<file path="src/rtl/chip8_pkg.sv">
// Shared CHIP-8 core definitions: fetch state encoding and fetch constants.
package chip8_pkg;

  typedef logic [1:0] fetch_state_t;

  localparam fetch_state_t REQ_HI  = 2'd0;
  localparam fetch_state_t REQ_LO  = 2'd1;
  localparam fetch_state_t WAIT_LO = 2'd2;
  localparam fetch_state_t HOLD    = 2'd3;

  localparam int unsigned CHIP8_RESET_PC    = 'h200;
  localparam int unsigned CHIP8_INSTR_BYTES = 2;

endpackage

</file>
<file path="src/rtl/chip8_fetch_unit.sv">
// CHIP-8 instruction fetch stage: owns the PC, fetches big-endian 2-byte instructions.
// Optional perf counter enabled by defining CHIP8_FETCH_PERF_EN.
module chip8_fetch_unit
  import chip8_pkg::*;
#(
  parameter int unsigned ADDR_W   = 12,
  parameter int unsigned DATA_W   = 8,
  parameter int unsigned RESET_PC = CHIP8_RESET_PC
) (
  input  logic                  clk,
  input  logic                  rst,
  output logic [ADDR_W-1:0]     mem_addr,
  output logic                  mem_re,
  input  logic [DATA_W-1:0]     mem_rdata,
  output logic [2*DATA_W-1:0]   instr,
  output logic [ADDR_W-1:0]     instr_pc,
  output logic                  instr_valid,
  input  logic                  instr_ready,
  input  logic                  redirect_valid,
  input  logic [ADDR_W-1:0]     redirect_pc,
  input  logic                  halt,
  output logic [ADDR_W-1:0]     pc,
  output logic [15:0]           perf_count
);

  fetch_state_t state;
  logic         rdata_fresh;

  always_comb begin
    mem_addr = pc;
    mem_re   = 1'b0;
    case (state)
      REQ_HI: mem_re = !halt;
      REQ_LO: begin
        mem_addr = pc + ADDR_W'(1);
        mem_re   = !halt;
      end
      default: ;
    endcase
  end

  assign instr_valid = (state == HOLD);

  // mem_rdata only carries a requested byte in the cycle after a strobed read;
  // capturing on that cycle even under halt keeps a halted fetch intact.
  always_ff @(posedge clk) begin
    if (rst) begin
      state       <= REQ_HI;
      pc          <= ADDR_W'(RESET_PC);
      instr       <= '0;
      instr_pc    <= '0;
      rdata_fresh <= 1'b0;
    end else begin
      rdata_fresh <= mem_re;
      if (redirect_valid) begin
        pc    <= redirect_pc;
        state <= REQ_HI;
      end else begin
        case (state)
          REQ_HI: begin
            if (!halt) state <= REQ_LO;
          end
          REQ_LO: begin
            if (rdata_fresh) instr[2*DATA_W-1 -: DATA_W] <= mem_rdata;
            if (!halt) state <= WAIT_LO;
          end
          WAIT_LO: begin
            if (rdata_fresh) instr[DATA_W-1:0] <= mem_rdata;
            if (!halt) begin
              instr_pc <= pc;
              state    <= HOLD;
            end
          end
          HOLD: begin
            if (!halt && instr_ready) begin
              pc    <= pc + ADDR_W'(CHIP8_INSTR_BYTES);
              state <= REQ_HI;
            end
          end
        endcase
      end
    end
  end

`ifdef CHIP8_FETCH_PERF_EN
  always_ff @(posedge clk) begin
    if (rst) begin
      perf_count <= '0;
    end else if (instr_valid && instr_ready && !halt) begin
      perf_count <= perf_count + 16'd1;
    end
  end
`else
  assign perf_count = '0;
`endif

endmodule

</file>
<file path="config.mk">
export PLATFORM = sky130hd
export DESIGN_NAME = chip8_fetch_unit
export DESIGN_NICKNAME = d
export VERILOG_FILES = /design/src/rtl/chip8_pkg.sv /design/src/rtl/chip8_fetch_unit.sv
export SDC_FILE = /design/constraint.sdc
export NUM_CORES = 1
export LEC_CHECK = 0
export ABC_AREA = 1
export CAP_MARGIN = 20
export CORE_ASPECT_RATIO = 0.9
export CORE_UTILIZATION = 38
export CTS_BUF_LIST = sky130_fd_sc_hd__clkbuf_8 sky130_fd_sc_hd__clkbuf_16
export DETAILED_ROUTE_END_ITERATION = 10
export GPL_ROUTABILITY_DRIVEN = 0
export HOLD_SLACK_MARGIN = 0.08
export PLACE_DENSITY_LB_ADDON = 0.25
export RECOVER_POWER = 25
export SYNTH_ARGS = -nofsm -noshare
export SYNTH_HDL_FRONTEND = slang
export SYNTH_SLANG_ARGS = --single-unit
</file>
<file path="constraint.sdc">
create_clock -name clk -period 1.7 [get_ports clk]
set_input_delay 0.51 -clock clk [delete_from_list [all_inputs] [get_ports clk]]
set_output_delay 0.51 -clock clk [all_outputs]
set_load 0.02 [all_outputs]
</file>
==> After elaboration in Yosys (flattened, before gate mapping) <==
Index checks and enable logic that the tools add are counted.
{ "totals": {"input_bits": 25, "ff_bits": 43, "wordCells": 39, "output_inout_bits": 70} }
{ "classes": {"add_sub_neg": 2, "n_bitwise": 2, "n_reduce_logical": 12, "n_mux": 10, "eq_ne": 7} }
{ "ops": {"columns": ["operator", "count"], "rows": [
  ["$mux W12", 4],
  ["$add A12 B1 Y12 const B", 1],
  ["$add A12 B2 Y12 const B", 1],
  ["$reduce_and A3 Y1", 3],
  ["$mux W2", 4],
  ["$pmux W2 S4", 1],
  ["$ne A2 B2 Y1 const B", 3],
  ["$eq A2 B2 Y1 const B", 2],
  ["$reduce_and A4 Y1", 1],
  ["$reduce_bool A2 Y1", 2],
  ["$reduce_or A2 Y1", 2],
  ["$eq A2 B1 Y1 const B", 1],
  ["$logic_not A2 Y1", 1],
  ["$ne A2 B1 Y1 const B", 1],
  ["$not A1 Y1", 2],
  ["$reduce_and A2 Y1", 1],
  ["$logic_and A1 B1 Y1", 1],
  ["$logic_not A1 Y1", 1],
  ["$mux W1", 1]
]} }

==> Depth between registers and ports, before layout <==
{ "depth": {"word_depth": 5, "ltp_mapped": 8, "depth_no_buf": 8} }

==> Worst setup path before layout <==
OpenSTA, ideal clock, no wires.
{ "synth_timing": {"path_type": "flip-flop to output port", "from": "reg pc[1]", "to": "out mem_addr[10]", "arrival_ns": 1.490, "required_ns": 1.190, "stages_incl_launch_ff": 6, "path_slack_ns": -0.300, "n_path_buf": 0, "path_cell_list": "dfxtp_1 > ha_1 > nand2_1 > nor3b_4 > nand3_1 > xor2_1"} }
{ "synth_via": {"elab_chain_len": 2} }
{ "synth_rtl": {"columns": ["element", "line", "source"], "rows": [
  ["from (decl)", "chip8_fetch_unit.sv:22", "output logic [ADDR_W-1:0] pc,"],
  ["from (signal assigned)", "chip8_fetch_unit.sv:49", "pc <= ADDR_W'(RESET_PC);"],
  ["from (signal assigned)", "chip8_fetch_unit.sv:56", "pc <= redirect_pc;"],
  ["from (signal assigned)", "chip8_fetch_unit.sv:76", "pc <= pc + ADDR_W'(CHIP8_INSTR_BYTES);"],
  ["$add A12 B1 Y12", "chip8_fetch_unit.sv:35", "mem_addr = pc + ADDR_W'(1);"],
  ["$mux W12", "chip8_fetch_unit.sv:32", "case (state)"],
  ["to (decl)", "chip8_fetch_unit.sv:12", "output logic [ADDR_W-1:0] mem_addr,"]
]} }
No other way between the ends.

==> Final worst setup path <==
{ "layout_timing": {"from": "reg state[1]", "to": "out mem_addr[4]"} }
{ "layout_via": {"elab_chain_len": 2} }
{ "layout_rtl": {"columns": ["element", "line", "source"], "rows": [
  ["from (decl)", "chip8_fetch_unit.sv:26", "fetch_state_t state;"],
  ["from (signal assigned)", "chip8_fetch_unit.sv:48", "state <= REQ_HI;"],
  ["from (signal assigned)", "chip8_fetch_unit.sv:57", "state <= REQ_HI;"],
  ["from (signal assigned)", "chip8_fetch_unit.sv:61", "if (!halt) state <= REQ_LO;"],
  ["$eq A2 B1 Y1", "chip8_fetch_unit.sv:32", null],
  ["$mux W12", "chip8_fetch_unit.sv:32", null]
]} }
No other way between the ends.

==> run metrics <==
nets@finish=478; Final Critical Period=2.19 ns; initial antenna violation count=0; multi-input logic area=about 1300 um^2; Max VDD drop=0.427 mV; # DRC=0; Distinct cells, synth=30; Ant. Diodes=0; Fillers=475; RSZ-0062 raised after global routing=yes; Post-synth ARST share=0%; CP startpoint kind=flip-flop; port buffer count=78; number of synthesized flops with an enable pin=0; dpl ws=-0.674 ns; failing checks=setup timing; I/O Pins=95; CP endpoint kind=output pin; status=finished, violations left; Pre-antenna DRT Iters=4; Yosys warnings=0; CTS H-tree lvls=2; Avg Inst Size Synth=around 7.3 um^2; WP buf/inv=4; number of CTS-inserted buffers=5; post-synthesis cell area=between 2000 and 2500 um^2; Initial Util=39.3%; Pleak=1.81 nW; Reg clk slew, reported paths=around 0.08 ns; CTS tree=yes; crit path cell chain=inv_2 -> ha_4 -> nand2_4 -> nor3b_4 -> buf_6 -> buf_6 -> xor2_2 -> buf_6; max-slew violation count=0; Gate Count Post-Synth=307; FF+latch area=875 um^2; post-detail-place hpwl=5.06 mm; Critical-path top delay cell=dfxtp_2; DR vias=2531; DIE WIDTH=82.9 um; CTS Sinks=43; Final Hold Fails=0; Routed Antenna Nets=0; die height=74.8 um; kind of critical path=reg -> out; total grt overflow=0; Final Cell Area=3860 um^2; CTS root buf=clkbuf_8; Hold Path Class=reg -> reg; Layout area overhead=72.4%; share of cells above drive strength 1=about a third; family with the most delay on the worst path=buffers and inverters; Power Density=~640 nW/um^2; DRT iter0 DRCs=99; CP max stage delay=about 0.33 ns; Worst-Skew Late Latency=0.30 ns; DIE AREA=6200 um^2; Final Cycle Share=129%; clk buf depth=2; area post-placement=approximately 3500 um^2; largest net degree at the start of global routing=19; WL/cell=13.6 um; #FFs+latches synth=43; Synth Flop Type=dfxtp_1; vias in the first global route=2358; core area=about 5700 um^2; FP Rows=26; max frequency=456 MHz; GRT Overall Usage=22.7%; final setup fails=14; vias per cell=4.89; Max Cap Viol=0; crit path DAT=1.68 ns; Worst path most repeated cell=buf_6; worst clock skew=~0.0060 ns; post-synthesis sequential area ratio=38.5%; WP data required=1.19 ns; setup TNS=-4.41 ns; min setup slack post-route=-0.492 ns; CP max FO=3; first-pass GRT wire length=11.1 mm; final WL=7.04 mm
[cell usage after synthesis (3+ instances only)]
library cell	instances	area [um^2]
or2_2	3	18.8
ha_1	6	75.1
buf_4	17	128
xor2_1	6	52.6
inv_2	5	18.8
a31oi_1	3	18.8
buf_2	4	20.0
o21ai_0	26	130
inv_1	37	139
nor2_1	20	75.1
clkbuf_1	4	15.0
o21ai_1	15	75.1
nand3_1	22	110
a21oi_1	32	160
nand2_1	42	158
nor2_2	4	25.0
nand3_2	3	30.0
dfxtp_1	43	861
[per-stage QoR]
step                      total power [mW]  cells  hold WS [ns]  util (%)
final                                 2.47    518         0.445      67.8
after CTS                             2.47    517         0.450      66.8
after global placement                1.66    502         0.431      62.3
after global routing                  2.58    518         0.463      67.8
after floorplan                       1.40    322         0.484         -
after detailed placement              1.67    502         0.435      62.3
[repair_timing]
| item | 4_1_cts | 5_1_grt |
|---|---|---|
| endpoints found under the setup margin | 54 | 30 |
| hold buffers | 0 | 0 |
| resized for setup | 150 | 18 |
| buffers inserted | 8 | 3 |
| pin swaps | 12 | 8 |
| cloned | 1 | 0 |
[logic make-up (layout without fill, tap and decap cells)]
group                      after synthesis  in the layout  synth area share [%]
other                                    1             16                 0.168
xor gates and xnor gates                 6              6                  2.35
AOI/OAI and AO/OA                       79             79                  18.4
buffers and inverters                   70            196                  15.5
and+or+nand+nor                        102            102                  21.8
adders and majority gates                6              6                  3.35
DFF                                     43             43                  38.5
[area by class of cell]
type                            instances  area share, %
Inverter                               43           4.51
Timing Repair inverter                  1          0.421
Timing Repair Buffer                  144           32.4
Sequential cell                        43           22.7
Tap cell                               70           2.27
Multi-Input combinational cell        209           34.8
Clock buffer                            7           2.79
Clock inverter                          1          0.130
[flip-flops by register name (all words and copies together) (netlist names)]
name	cells
instr	16
instr_pc	12
pc	12
rdata_fresh	1
state	2
[per-layer routing]
layer / part of all wire (%) / wire length, um / GRT usage, %
met1: 42 / 2970 / 26.9
met2: 51 / 3570 / 41.1
met3: 5.2 / 366 / 4.50
met4: 1.9 / 132 / 9.39
met5: 0 / 0 / 0
[cells in the final DEF (no fill, tap or decap), types with 5 or more instances in the layout]
| cell | instances |
|---|---|
| buf_4 | 66 |
| nand2_1 | 36 |
| dfxtp_1 | 36 |
| dlygate4sd2_1 | 36 |
| inv_1 | 35 |
| a21oi_1 | 32 |
| clkdlybuf4s50_1 | 23 |
| o21ai_1 | 18 |
| o21ai_0 | 18 |
| nand3_1 | 17 |
| nor2_1 | 16 |
| conb_1 | 16 |
| buf_6 | 12 |
| inv_2 | 7 |
| nor2_4 | 6 |
| clkbuf_8 | 6 |
| nand3_2 | 5 |
| dfxtp_2 | 5 |
[power by group]
group | internal (mW) | switching [mW] | total [mW] | leakage (nW)
combinational | 0.295 | 0.333 | 0.628 | 1.40
clock | 0.416 | 0.356 | 0.772 | 0.0594
sequential | 1.04 | 0.0318 | 1.07 | 0.353
total | 1.75 | 0.720 | 2.47 | 1.81
[final timing paths]
path | endpoint | slack (ns) | depth (start not counted) | from
min reg2reg | instr[3] | 0.44 | 2 | instr[3]
max reg2reg | instr_pc[6] | 0.07 | 9 | state[0]
max | mem_addr[4] | -0.49 | 8 | state[1]
min | instr[3] | 0.44 | 2 | instr[3]
[tightest hold or removal path, delay by kind of cell (launching register included)]
kind	cells	cell delay (ns)
compound gates	1	0.04
buf+inv	1	0.04
flops	1	0.32
(Power assumes the default switching activity.)
